`src/rtl/ha_array_accumulator.sv`:
```
// ---------------------------------------------------------------------------
// ha_array_accumulator
//
// Purpose:
//   Takes the sum/carry vectors from four half-adder array groups and reduces
//   them to one 17-bit result over several cycles:
//     G_k    = ha_array_k_t + (ha_array_k_b << 2)      (10 bits)
//     result = sum_k G_k << 2k                          (17 bits, max 86615)
//   ADDS_PER_CYCLE groups are folded into the accumulator per ACC cycle,
//   lowest group index first.
//
// Ports:
//   clk                  sole clock, rising edge
//   rst_n                asynchronous active-low reset
//   ha_array_k_b [6:0]   carry vector of group k (k = 0..3)
//   ha_array_k_t [8:0]   sum vector of group k (k = 0..3)
//   in_valid / in_ready  operand handshake (in_ready high only in IDLE)
//   product [16:0]       accumulated result, meaningful while out_valid = 1
//   out_valid / out_ready result handshake (out_valid high only in DONE)
//
// Timing:
//   Counting the accept edge as the first edge, out_valid rises on edge
//   4/ADDS_PER_CYCLE + 1. The result is accepted on the edge after that at
//   the earliest, and in_ready returns on that same edge, so a new operand
//   set can be taken every 4/ADDS_PER_CYCLE + 2 cycles.
//
// States:
//   IDLE | waiting for an operand set, in_ready = 1
//   ACC  | adding ADDS_PER_CYCLE shifted groups per cycle into acc
//   DONE | product held, out_valid = 1 until out_ready
// ---------------------------------------------------------------------------
module ha_array_accumulator #(
  parameter int ADDS_PER_CYCLE = 1
) (
  input  logic        clk,
  input  logic        rst_n,
  input  logic [6:0]  ha_array_0_b,
  input  logic [6:0]  ha_array_1_b,
  input  logic [6:0]  ha_array_2_b,
  input  logic [6:0]  ha_array_3_b,
  input  logic [8:0]  ha_array_0_t,
  input  logic [8:0]  ha_array_1_t,
  input  logic [8:0]  ha_array_2_t,
  input  logic [8:0]  ha_array_3_t,
  input  logic        in_valid,
  output logic        in_ready,
  output logic [16:0] product,
  output logic        out_valid,
  input  logic        out_ready
);

  generate
    if (!(ADDS_PER_CYCLE == 1 || ADDS_PER_CYCLE == 2 || ADDS_PER_CYCLE == 4)) begin : g_bad_param
      $error("ha_array_accumulator: ADDS_PER_CYCLE must be 1, 2 or 4");
    end
  endgenerate

  localparam logic [2:0] STEP      = 3'(ADDS_PER_CYCLE);
  localparam logic [2:0] LAST_IDX  = 3'(4 - ADDS_PER_CYCLE);

  typedef enum logic [1:0] {
    IDLE = 2'd0,
    ACC  = 2'd1,
    DONE = 2'd2
  } state_t;

  state_t      state;
  logic [8:0]  t_r [4];
  logic [6:0]  b_r [4];
  logic [2:0]  grp_idx;
  logic [16:0] acc;

  logic [9:0]  grp_val [4];
  logic [16:0] grp_sh  [4];
  logic [16:0] add_sum;
  logic        last_step;

  // Group values come only from the registered operand copy, so the bus
  // inputs are free to change once the accept edge has passed.
  always_comb begin
    for (int k = 0; k < 4; k++) begin
      grp_val[k] = {1'b0, t_r[k]} + {1'b0, b_r[k], 2'b00};
      grp_sh[k]  = {7'b0, grp_val[k]} << (2 * k);
    end
  end

  // Slice of groups handled this cycle; grp_idx is always a multiple of
  // ADDS_PER_CYCLE, so the 2-bit index never wraps inside one slice.
  always_comb begin
    add_sum = '0;
    for (int j = 0; j < ADDS_PER_CYCLE; j++) begin
      add_sum = add_sum + grp_sh[grp_idx[1:0] + 2'(j)];
    end
  end

  assign last_step = (grp_idx == LAST_IDX);

  always_ff @(posedge clk or negedge rst_n) begin
    if (!rst_n) begin
      state     <= IDLE;
      grp_idx   <= '0;
      acc       <= '0;
      product   <= '0;
      out_valid <= 1'b0;
      in_ready  <= 1'b1;
      for (int k = 0; k < 4; k++) begin
        t_r[k] <= '0;
        b_r[k] <= '0;
      end
    end else begin
      case (state)
        IDLE: begin
          if (in_valid) begin
            t_r[0]   <= ha_array_0_t;
            t_r[1]   <= ha_array_1_t;
            t_r[2]   <= ha_array_2_t;
            t_r[3]   <= ha_array_3_t;
            b_r[0]   <= ha_array_0_b;
            b_r[1]   <= ha_array_1_b;
            b_r[2]   <= ha_array_2_b;
            b_r[3]   <= ha_array_3_b;
            acc      <= '0;
            grp_idx  <= '0;
            in_ready <= 1'b0;
            state    <= ACC;
          end
        end

        ACC: begin
          acc     <= acc + add_sum;
          grp_idx <= grp_idx + STEP;
          if (last_step) begin
            // product is loaded only here so it keeps its old value in
            // IDLE and ACC.
            product   <= acc + add_sum;
            out_valid <= 1'b1;
            state     <= DONE;
          end
        end

        DONE: begin
          if (out_ready) begin
            out_valid <= 1'b0;
            in_ready  <= 1'b1;
            state     <= IDLE;
          end
        end

        default: begin
          out_valid <= 1'b0;
          in_ready  <= 1'b1;
          state     <= IDLE;
        end
      endcase
    end
  end

endmodule
```
`config.mk`:
```
export PLATFORM = sky130hd
export DESIGN_NAME = ha_array_accumulator
export DESIGN_NICKNAME = d
export VERILOG_FILES = /design/src/rtl/ha_array_accumulator.sv
export SDC_FILE = /design/constraint.sdc
export NUM_CORES = 1
export LEC_CHECK = 0
export ABC_AREA = 1
export CELL_PAD_IN_SITES_DETAIL_PLACEMENT = 0
export CELL_PAD_IN_SITES_GLOBAL_PLACEMENT = 2
export CORE_MARGIN = 3
export CORE_UTILIZATION = 36
export DETAILED_ROUTE_END_ITERATION = 10
export DONT_BUFFER_PORTS = 1
export GPL_ROUTABILITY_DRIVEN = 1
export PLACE_DENSITY_LB_ADDON = 0.1
export SETUP_SLACK_MARGIN = 0.4
export SLEW_MARGIN = 5
export SYNTH_ARGS = -nofsm -noshare
export SYNTH_HDL_FRONTEND = slang
export SYNTH_SLANG_ARGS = --single-unit
```
`constraint.sdc`:
```
create_clock -name clk -period 4.72 [get_ports clk]
set_clock_uncertainty 0.1 [all_clocks]
set_input_delay 1.18 -clock clk [delete_from_list [all_inputs] [get_ports clk]]
set_output_delay 1.18 -clock clk [all_outputs]
set_load 0.05 [all_outputs]
```
==> results of run 1 <==
==> cell families (layout without fill, tap and decap cells) <==
group,after synthesis,count (layout)
and+or+nand+nor,530,530
DFF,105,105
AOI/OAI and AO/OA,73,73
xor gates and xnor gates,6,6
buffers and inverters,103,99
adders and majority gates,52,52
==> stage by stage <==
step / cell area [um^2] / setup WS [ns] / util, % / hold WS [ns] / instances
after CTS: 6870 / 1.44 / 39.6 / 0.387 / 1090
after global routing: 6870 / 1.19 / 39.6 / 0.388 / 1090
after floorplan: 6410 / 1.94 / - / 0.344 / 869
after global placement: 6560 / 1.49 / 37.8 / 0.364 / 1074
final: 6870 / 1.49 / 39.6 / 0.380 / 1090
after detailed placement: 6560 / 1.46 / 37.8 / 0.368 / 1074
==> cell type report <==
type	count	area, um^2	share of cell area [%]
tap	225	282	4.10
clock buffer	10	229	3.33
sequential	105	2630	38.3
inverter	81	308	4.48
clock inverter	6	77.6	1.13
timing repair buffer	2	15.0	0.219
multi-input combinational	661	3330	48.5
==> layout by cell type, fill, tap and decap left out, types with 2 or more instances in the layout <==
cell,instances
sky130_fd_sc_hd__dfrtp_1,104
sky130_fd_sc_hd__nand3_1,55
sky130_fd_sc_hd__a21oi_1,37
sky130_fd_sc_hd__clkbuf_16,9
sky130_fd_sc_hd__nor2_1,20
sky130_fd_sc_hd__inv_8,2
sky130_fd_sc_hd__clkinv_4,2
sky130_fd_sc_hd__o21ai_1,3
sky130_fd_sc_hd__nand4_1,6
sky130_fd_sc_hd__o22ai_1,2
sky130_fd_sc_hd__nand3b_1,8
sky130_fd_sc_hd__nor3b_1,2
sky130_fd_sc_hd__o21ai_0,21
sky130_fd_sc_hd__nand2_1,416
sky130_fd_sc_hd__nor3_1,6
sky130_fd_sc_hd__ha_1,47
sky130_fd_sc_hd__or2_2,5
sky130_fd_sc_hd__fa_1,5
sky130_fd_sc_hd__o221ai_1,2
sky130_fd_sc_hd__inv_1,78
sky130_fd_sc_hd__xor2_1,3
sky130_fd_sc_hd__xnor2_1,3
sky130_fd_sc_hd__or2_1,6
sky130_fd_sc_hd__nand2_4,2
sky130_fd_sc_hd__buf_4,2
sky130_fd_sc_hd__a22o_1,2
==> worst paths after layout <==
check | startpoint | end | slack [ns] | cells after the start
hold / removal | t_r[9]$_DFFE_PN0P_ | t_r[9]$_DFFE_PN0P_ | 0.38 | 2
setup / recovery | t_r[11]$_DFFE_PN0P_ | product[13]$_DFFE_PN0P_ | 1.49 | 14
hold reg to reg | t_r[9]$_DFFE_PN0P_ | t_r[9]$_DFFE_PN0P_ | 0.38 | 2
min in group asynchronous | rst_n | out_valid$_DFFE_PN0P_ | 0.41 | 0
setup reg to reg | t_r[11]$_DFFE_PN0P_ | product[13]$_DFFE_PN0P_ | 1.49 | 14
max in group asynchronous | rst_n | acc[15]$_DFFE_PN0P_ | 3.92 | 0
==> state kept, by name (all words and copies together) (netlist names) <==
name       count
state          2
b_r           28
grp_idx        3
out_valid      1
t_r           36
in_ready       1
product       17
acc           17
==> worst register-to-register path, delay by kind of cell (launching register included) <==
family | cells | cell delay [ns]
and+or+nand+nor | 7 | 0.87
DFF | 1 | 0.40
adders and majority gates | 3 | 1.03
AOI/OAI and AO/OA | 3 | 0.67
buffers and inverters | 1 | 0.07
==> routing by layer <==
metal	share of wire, %	wire length (um)
met1	49	7820
met2	46	7350
met3	3.3	522
met4	1.6	263
met5	0	0
==> flow_metrics.env, run 1 <==
export IMPL_clock_sinks=105
export IMPL_cts_setup_buffers=0
export IMPL_synth_top_flop_cell="sky130_fd_sc_hd__dfrtp_1"
export IMPL_ys_types=40
export IMPL_synth_to_final_area_change_pct=7.12
export IMPL_grt_remaining_overflow=0
export IMPL_post_cts_clock_slew_at_the_launch_and_capture_registers_of_the_worst_setup_and_hold_paths_ns=0.08
export IMPL_antenna_cells_inserted=0
export IMPL_critical_path_max_stage_delay_ns=0.43
export IMPL_yosysWarnings=0
export IMPL_grt_usage_pct=17.2
export IMPL_path_buf_inv=1
export IMPL_io_buffers=0
export IMPL_synth_compound_gate_area_share_pct=6.22
export IMPL_post_route_cells_drive_above_1_share_pct=3.58
export IMPL_finish_net_count=980
export IMPL_area_share_of_and_or_nand_nor_cells_after_synthesis_pct=34.1
export IMPL_largest_family_of_logic_cells_by_synthesized_area="simple AND/OR/NAND/NOR gates"
export IMPL_antenna_left=0
export IMPL_crit_share_post_route_pct=68.4
export IMPL_number_of_buffers_created_by_cts=9
export IMPL_outcome="complete, no violations"
export IMPL_cp_end_kind="flip-flop"
export IMPL_die_width_um=139
export IMPL_setup_worst_path_start_class="flip-flop"
export IMPL_synth_seq_area_share_pct=41.0
export IMPL_post_cts_resize_count=0
export IMPL_synth_area_mux_share_pct=0
export IMPL_global_route_usage_met3_pct=2.75
export IMPL_fp_coreArea_mm2=0.0174
export IMPL_maxClockFrequency_ghz=0.310
export IMPL_drc=0
export IMPL_synth_edf_count=0
export IMPL_via_count_of_the_first_global_routing_pass=5426
export IMPL_clk_root_buffer_cell="sky130_fd_sc_hd__clkbuf_16"
export IMPL_rsz0062_at_grt="no"
export IMPL_top_usage_layer="met2"
export IMPL_cts_hold_fix_buffers=0
export IMPL_num_io_pins=87
export IMPL_cts_root_to_sink_buffers=2
export IMPL_insertion_delay_ns=0.36
export IMPL_cts_htree_levels=3
export IMPL_fill_cells=1858
export IMPL_routed_wire_length_per_instance_um=14.6
export IMPL_net_count_after_synthesis=989
export IMPL_finalCriticalPeriod_ns=3.23
export IMPL_synth_largest_area_cell="sky130_fd_sc_hd__dfrtp_1"
export IMPL_crit_fanout=5
export IMPL_hold_viol=0
export IMPL_setup_worst_path_class="reg2reg"
export IMPL_num_rows=48
export IMPL_path_delay_family="adder cells"
export IMPL_yosys_register_bits=105
export IMPL_max_cap_violations=0
export IMPL_antenna_found_initial=0
export IMPL_timing_final_max_slew_violations=0
export IMPL_synth_xor_area_share_pct=0.820
export IMPL_yosys_top_cells_count="416 x sky130_fd_sc_hd__nand2_1, 104 x sky130_fd_sc_hd__dfrtp_1, 78 x sky130_fd_sc_hd__inv_1"
export IMPL_synth_most_common_cell="sky130_fd_sc_hd__nand2_1"
export IMPL_maximum_number_of_pins_on_one_net_before_global_route_repair=106
export IMPL_globalRouteMet2Util_pct=28.4
export IMPL_die_area_mm2=0.0194
export IMPL_syn_instance_count=869
export IMPL_ys_top_cells_by_area="sky130_fd_sc_hd__dfrtp_1 41%, sky130_fd_sc_hd__nand2_1 24%, sky130_fd_sc_hd__ha_1 9.2%, sky130_fd_sc_hd__inv_1 4.6%, sky130_fd_sc_hd__nand3_1 4.3%"
export IMPL_drtPass1Iterations=5
export IMPL_worstMarginPinSlew_ns=0.635
export IMPL_num_vias=5250
export IMPL_average_cell_area_after_synthesis_um2=7.38
export IMPL_cpMaxStageDelayCell="sky130_fd_sc_hd__fa_1"
export IMPL_floorplan_initialDensity_pct=36.9
export IMPL_synthArstFlopShare_pct=100
export IMPL_setup_viol_count_final=0
export IMPL_drt_first_iter_violations=303
export IMPL_wire_length_of_the_first_global_routing_pass_um=27200
export IMPL_crit_path_cell_chain="ha_1, fa_1, or2_2, a221oi_1, a21oi_1, ha_1, nand2_1, inv_1, nand2_1, nand2_1, a21oi_1, nand3_1, nand3_1, nand2_1"
export IMPL_dieHeight_um=139
export IMPL_critical_path_required_ns=4.87
export IMPL_crit_top_cell="sky130_fd_sc_hd__nand2_1"
export IMPL_max_slew_margin_rel_pct=57.7
export IMPL_synthesis_area_mm2=0.00641
export IMPL_vias_per_cell=4.82
export IMPL_fraction_of_post_synthesis_cell_area_in_the_top_cell_type_by_area_pct=40.6
export IMPL_route_final_wire_length_um=16000
export IMPL_worst_hold_path_type="reg2reg"
export IMPL_routabilityCongestion=0.852
export IMPL_global_route_usage_met1_pct=23.4
export IMPL_synthAdderAreaFrac_pct=10.7
export IMPL_final_setup_tns_ns=0
export IMPL_tritoncts_clock_tree="done"
export IMPL_worstPathArrival_ns=3.37
export IMPL_place_detailed_hpwl_um=11800
Power of run 1 is left out: the tool's default activity adds up to more than one toggle a clock period on the data nets, which glitch-free logic cannot reach.
==> run 2: changes to the inputs <==
==> constraint.sdc (replaced) <==
create_clock -name clk -period 3 [get_ports clk]
set_clock_uncertainty 0.1 [all_clocks]
set_input_delay 0.75 -clock clk [delete_from_list [all_inputs] [get_ports clk]]
set_output_delay 0.75 -clock clk [all_outputs]
set_load 0.05 [all_outputs]
==> flow_metrics.env, run 2 (synthesis results as in run 1) <==
export IMPL_timing_final_max_slew_violations=0
export IMPL_num_io_pins=87
export IMPL_route_final_wire_length_um=16500
export IMPL_grt_usage_pct=17.4
export IMPL_placed_cell_area_mm2=0.00673
export IMPL_hold_ws_ns=-0.0147
export IMPL_detailedPlace_worstSlack_ns=-0.111
export IMPL_max_cap_violations=0
export IMPL_dieHeight_um=139
export IMPL_max_slew_margin_rel_pct=56.7
export IMPL_antenna_left=0
export IMPL_finalCriticalPeriod_ns=2.91
export IMPL_maxClockFrequency_ghz=0.343
export IMPL_routabilityCongestion=0.816
export IMPL_insertion_delay_ns=0.35
export IMPL_cp_end_kind="flip-flop"
export IMPL_setup_worst_path_class="reg2reg"
export IMPL_vias_per_cell=4.80
export IMPL_drc=0
export IMPL_num_vias=5367
export IMPL_cts_htree_levels=3
export IMPL_synth_to_final_area_change_pct=17.5
export IMPL_post_cts_clock_slew_at_the_launch_and_capture_registers_of_the_worst_setup_and_hold_paths_ns=0.08
export IMPL_final_setup_tns_ns=0
export IMPL_hold_viol=50
export IMPL_fp_coreArea_mm2=0.0174
export IMPL_io_buffers=0
export IMPL_worst_hold_path_type="in2async"
export IMPL_die_area_mm2=0.0194
export IMPL_outcome="finished, violations left"
export IMPL_place_detailed_hpwl_um=12200
export IMPL_clock_sinks=105
export IMPL_post_route_cells_drive_above_1_share_pct=18.1
export IMPL_grt_remaining_overflow=0
export IMPL_crit_share_post_route_pct=97.1
export IMPL_floorplan_initialDensity_pct=36.9
export IMPL_maximum_number_of_pins_on_one_net_before_global_route_repair=106
export IMPL_setup_viol_count_final=0
export IMPL_antenna_cells_inserted=0
export IMPL_crit_fanout=4
export IMPL_worstMarginPinSlew_ns=0.650
export IMPL_finish_net_count=1009
export IMPL_failed_checks="negative hold slack"
export IMPL_final_design_area_no_fill_mm2=0.00754
export IMPL_routed_wire_length_per_instance_um=14.8
export IMPL_layout_cells_most_common="sky130_fd_sc_hd__nand2_1"
export IMPL_rsz0062_at_grt="yes"
export IMPL_via_count_of_the_first_global_routing_pass=5390
export IMPL_drt_first_iter_violations=206
export IMPL_clk_root_buffer_cell="sky130_fd_sc_hd__clkbuf_16"
export IMPL_setup_worst_path_start_class="flip-flop"
export IMPL_worstPathArrival_ns=3.06
export IMPL_wire_length_of_the_first_global_routing_pass_um=27700
export IMPL_antenna_found_initial=0
export IMPL_drtPass1Iterations=4
export IMPL_layout_setup_ws_ns=0.0880
export IMPL_num_rows=48
export IMPL_largest_register_ff_count=36
export IMPL_largest_register="t_r"
export IMPL_die_width_um=139
export IMPL_cts_root_to_sink_buffers=2
export IMPL_layout_top_registers="t_r x36, b_r x28"
export IMPL_number_of_buffers_created_by_cts=9
export IMPL_layout_cells_most_common_list="378 x sky130_fd_sc_hd__nand2_1, 104 x sky130_fd_sc_hd__dfrtp_1, 69 x sky130_fd_sc_hd__inv_1"
export IMPL_tritoncts_clock_tree="done"
export IMPL_critical_path_required_ns=3.15
run 2: cell types whose count changed in the layout (fill, tap and decap cells not counted), moves of 10 or more:
cell / previous run / this run
sky130_fd_sc_hd__ha_1: 47 / 29
sky130_fd_sc_hd__nand2_1: 416 / 378
sky130_fd_sc_hd__buf_4: 2 / 30
sky130_fd_sc_hd__a21oi_1: 37 / 25
sky130_fd_sc_hd__nand2_2: 0 / 35
sky130_fd_sc_hd__ha_4: 0 / 11
sky130_fd_sc_hd__a21oi_2: 0 / 10
run 2: timing repair:
action | CTS | global route
buffers inserted | 6 | 5
pin swaps | 43 | 33
setup endpoints to repair | 24 | 24
resized for setup | 63 | 42
endpoints found under the hold margin | 104 | 104
run 2: final timing paths:
path / startpoint / endpoint / slack, ns / cells past startpoint
hold / removal: rst_n / out_valid$_DFFE_PN0P_ / -0.01 / 0
hold reg to reg: b_r[24]$_DFFE_PN0P_ / b_r[24]$_DFFE_PN0P_ / 0.39 / 2
min in group clk: b_r[24]$_DFFE_PN0P_ / b_r[24]$_DFFE_PN0P_ / 0.39 / 2
max in group asynchronous: rst_n / in_ready$_DFFE_PN1P_ / 2.64 / 0
setup / recovery: t_r[29]$_DFFE_PN0P_ / product[8]$_DFFE_PN0P_ / 0.09 / 19
setup reg to reg: t_r[29]$_DFFE_PN0P_ / product[8]$_DFFE_PN0P_ / 0.09 / 19
run 2: per-layer routing:
metal | up-vias | wire [um] | GRT usage, %
met3 | 6 | 486 | 3.68
met2 | 67 | 7990 | 29.0
met5 | - | 0 | 0
met4 | 0 | 108 | 3.50
met1 | 2500 | 7950 | 23.7
li1 | 2794 | - | -
run 2: final cells by class:
class / count / area [um^2]
tap: 225 / 282
timing repair buffer: 31 / 236
sequential: 105 / 2630
inverter: 81 / 310
fill: 1800 / 9820
clock inverter: 7 / 75.1
clock buffer: 9 / 225
multi-input combinational: 661 / 3780
run 2: worst max-delay path, cell delays in order, from the launching register on:
cell and delay [ns]:
sky130_fd_sc_hd__dfrtp_1 0.37, sky130_fd_sc_hd__ha_2 0.19, sky130_fd_sc_hd__inv_2 0.04, sky130_fd_sc_hd__fa_2 0.35
sky130_fd_sc_hd__inv_2 0.06, sky130_fd_sc_hd__nand2_2 0.05, sky130_fd_sc_hd__nand2_2 0.07, sky130_fd_sc_hd__nand2_2 0.05
sky130_fd_sc_hd__or2_4 0.22, sky130_fd_sc_hd__nand3_2 0.06, sky130_fd_sc_hd__nand2_2 0.06, sky130_fd_sc_hd__a21oi_4 0.18
sky130_fd_sc_hd__ha_4 0.25, sky130_fd_sc_hd__nand2_4 0.08, sky130_fd_sc_hd__inv_4 0.04, sky130_fd_sc_hd__a21oi_2 0.12
sky130_fd_sc_hd__nand2_2 0.10, sky130_fd_sc_hd__or2_1 0.26, sky130_fd_sc_hd__nand3_1 0.08, sky130_fd_sc_hd__nand2_1 0.05
run 2: stage by stage:
stage / util, % / std cells
6_report: 43.4 / 1119
5_1_grt: 43.4 / 1119
4_1_cts: 42.3 / 1114
3_5_place_dp: 38.8 / 1092
3_3_place_gp: 38.8 / 1092
2_1_floorplan: - / 869
Power of run 2 is left out for the same reason.
==> run 3: changes to the inputs <==
--- a/config.mk
+++ b/config.mk
@@ -14,7 +14,6 @@
 export DONT_BUFFER_PORTS = 1
 export GPL_ROUTABILITY_DRIVEN = 1
 export PLACE_DENSITY_LB_ADDON = 0.1
-export SETUP_SLACK_MARGIN = 0.4
 export SLEW_MARGIN = 5
 export SYNTH_ARGS = -nofsm -noshare
 export SYNTH_HDL_FRONTEND = slang
==> flow_metrics.env, run 3 (synthesis results as in run 1) <==
export IMPL_cts_htree_levels=3
export IMPL_fill_cells=1814
export IMPL_largest_register_ff_count=36
export IMPL_cp_end_kind="flip-flop"
export IMPL_tritoncts_clock_tree="done"
export IMPL_worstPathArrival_ns=3.02
export IMPL_max_slew_margin_rel_pct=56.4
export IMPL_antenna_found_initial=0
export IMPL_rsz0062_at_grt="yes"
export IMPL_postLayoutCoreUtil_pct=42.8
export IMPL_timing_final_max_slew_violations=0
export IMPL_drtPass1Iterations=4
export IMPL_reg2reg_setup_slack_ns=0.12
export IMPL_grt_remaining_overflow=0
export IMPL_wire_length_of_the_first_global_routing_pass_um=27100
export IMPL_critical_path_required_ns=3.15
export IMPL_worstMarginPinSlew_ns=0.654
export IMPL_place_detailed_hpwl_um=12100
export IMPL_antenna_left=0
export IMPL_place_detailed_instances=1095
export IMPL_die_area_mm2=0.0194
export IMPL_setup_viol_count_final=0
export IMPL_worst_r2r_startpoint="t_r[29]$_DFFE_PN0P_"
export IMPL_finish_net_count=1011
export IMPL_failed_checks="negative hold slack"
export IMPL_clock_sinks=105
export IMPL_num_vias=5395
export IMPL_drc=0
export IMPL_io_buffers=0
export IMPL_cpMaxStageDelayCell="sky130_fd_sc_hd__dfrtp_1"
export IMPL_maxClockFrequency_ghz=0.348
export IMPL_fp_coreArea_mm2=0.0174
export IMPL_crit_path_cell_chain="ha_2, inv_2, fa_2, inv_1, nand2_1, nand2_2, nand2_1, or2_4, nand3_2, nand2_2, a21oi_4, ha_4, nand2_2, nand2_2, a21oi_2, nand2_2, or2_4, nand3_2, nand2_1"
export IMPL_largest_register="t_r"
export IMPL_critical_path_max_stage_delay_ns=0.36
export IMPL_post_cts_clock_slew_at_the_launch_and_capture_registers_of_the_worst_setup_and_hold_paths_ns=0.07
export IMPL_grt_usage_pct=17.3
export IMPL_floorplan_initialDensity_pct=36.9
export IMPL_insertion_delay_ns=0.36
export IMPL_vias_per_cell=4.81
export IMPL_finalCriticalPeriod_ns=2.88
export IMPL_num_rows=48
export IMPL_timing_reg2reg_worst_path_depth=19
export IMPL_crit_fanout=5
export IMPL_via_count_of_the_first_global_routing_pass=5317
export IMPL_setup_worst_path_class="reg2reg"
export IMPL_outcome="finished, violations left"
export IMPL_drt_first_iter_violations=248
export IMPL_crit_share_post_route_pct=95.9
export IMPL_route_final_wire_length_um=16600
export IMPL_worst_hold_path_type="in2async"
export IMPL_synth_to_final_area_change_pct=15.8
export IMPL_dieHeight_um=139
export IMPL_layout_cells_most_common="sky130_fd_sc_hd__nand2_1"
export IMPL_setup_worst_path_start_class="flip-flop"
export IMPL_path_delay_family="simple AND/OR/NAND/NOR gates"
export IMPL_max_cap_violations=0
export IMPL_post_route_cells_drive_above_1_share_pct=14.5
export IMPL_number_of_buffers_created_by_cts=9
export IMPL_final_setup_tns_ns=0
export IMPL_maximum_number_of_pins_on_one_net_before_global_route_repair=106
export IMPL_global_route_usage_met3_pct=3.95
export IMPL_antenna_cells_inserted=0
export IMPL_die_width_um=139
export IMPL_routed_wire_length_per_instance_um=14.8
export IMPL_layout_top_registers="t_r x36, b_r x28"
export IMPL_hold_ws_ns=-0.0199
export IMPL_global_route_usage_met1_pct=23.3
export IMPL_routabilityCongestion=0.820
export IMPL_cts_root_to_sink_buffers=2
export IMPL_clk_root_buffer_cell="sky130_fd_sc_hd__clkbuf_16"
export IMPL_globalRouteMet2Util_pct=28.6
export IMPL_crit_top_cell="sky130_fd_sc_hd__nand2_2"
export IMPL_top_usage_layer="met2"
export IMPL_path_buf_inv=2
export IMPL_instances_no_fill=1121
export IMPL_hold_viol=101
export IMPL_num_io_pins=87
export IMPL_rr_endpoint="product[7]$_DFFE_PN0P_"
export IMPL_layout_cells_most_common_list="397 x sky130_fd_sc_hd__nand2_1, 104 x sky130_fd_sc_hd__dfrtp_1, 74 x sky130_fd_sc_hd__inv_1"
## run 3: how the worst max path moves through the flow
| stage | startpoint | slack, ns | depth (start not counted) | to |
|---|---|---|---|---|
| 3_3_place_gp | t_r[29]$_DFFE_PN0P_ | -0.11 | 19 | product[7]$_DFFE_PN0P_ |
| 6_report | t_r[29]$_DFFE_PN0P_ | 0.12 | 19 | product[7]$_DFFE_PN0P_ |
| 5_1_grt | t_r[29]$_DFFE_PN0P_ | -0.05 | 21 | product[12]$_DFFE_PN0P_ |
| 3_5_place_dp | t_r[29]$_DFFE_PN0P_ | -0.13 | 19 | product[7]$_DFFE_PN0P_ |
| 4_1_cts | t_r[29]$_DFFE_PN0P_ | 0.03 | 19 | product[7]$_DFFE_PN0P_ |
| 2_1_floorplan | t_r[29]$_DFFE_PN0P_ | 0.22 | 19 | product[8]$_DFFE_PN0P_ |
## run 3: area by class of cell
| cell class | instances | area (um^2) | area share, % |
|---|---|---|---|
| Multi-Input combinational cell | 661 | 3620 | 48.8 |
| Sequential cell | 105 | 2630 | 35.4 |
| Inverter | 81 | 308 | 4.14 |
| Tap cell | 225 | 282 | 3.79 |
| Timing Repair Buffer | 33 | 260 | 3.50 |
| Clock buffer | 9 | 225 | 3.03 |
| Clock inverter | 7 | 100 | 1.35 |
## run 3: routing by layer
metal | vias up | share of wire [%]
li1 | 2789 | -
met1 | 2526 | 48
met2 | 69 | 48
met3 | 11 | 3.8
met4 | 0 | 0.96
met5 | - | 0
## run 3: through the flow
step / setup WS [ns] / cell area, um^2
after floorplan: 0.225 / 6410
after global routing: -0.0497 / 7430
after detailed placement: -0.125 / 6730
after global placement: -0.110 / 6730
final: 0.124 / 7430
after CTS: 0.0346 / 7130
## run 3: what timing repair did
item,in CTS,in global routing
hold endpoints to repair,104,104
pin swaps,17,24
gates resized for setup,21,55
buffers inserted,1,9
gates cloned,0,0
endpoints found under the setup margin,16,20
Power of run 3 is left out for the same reason.
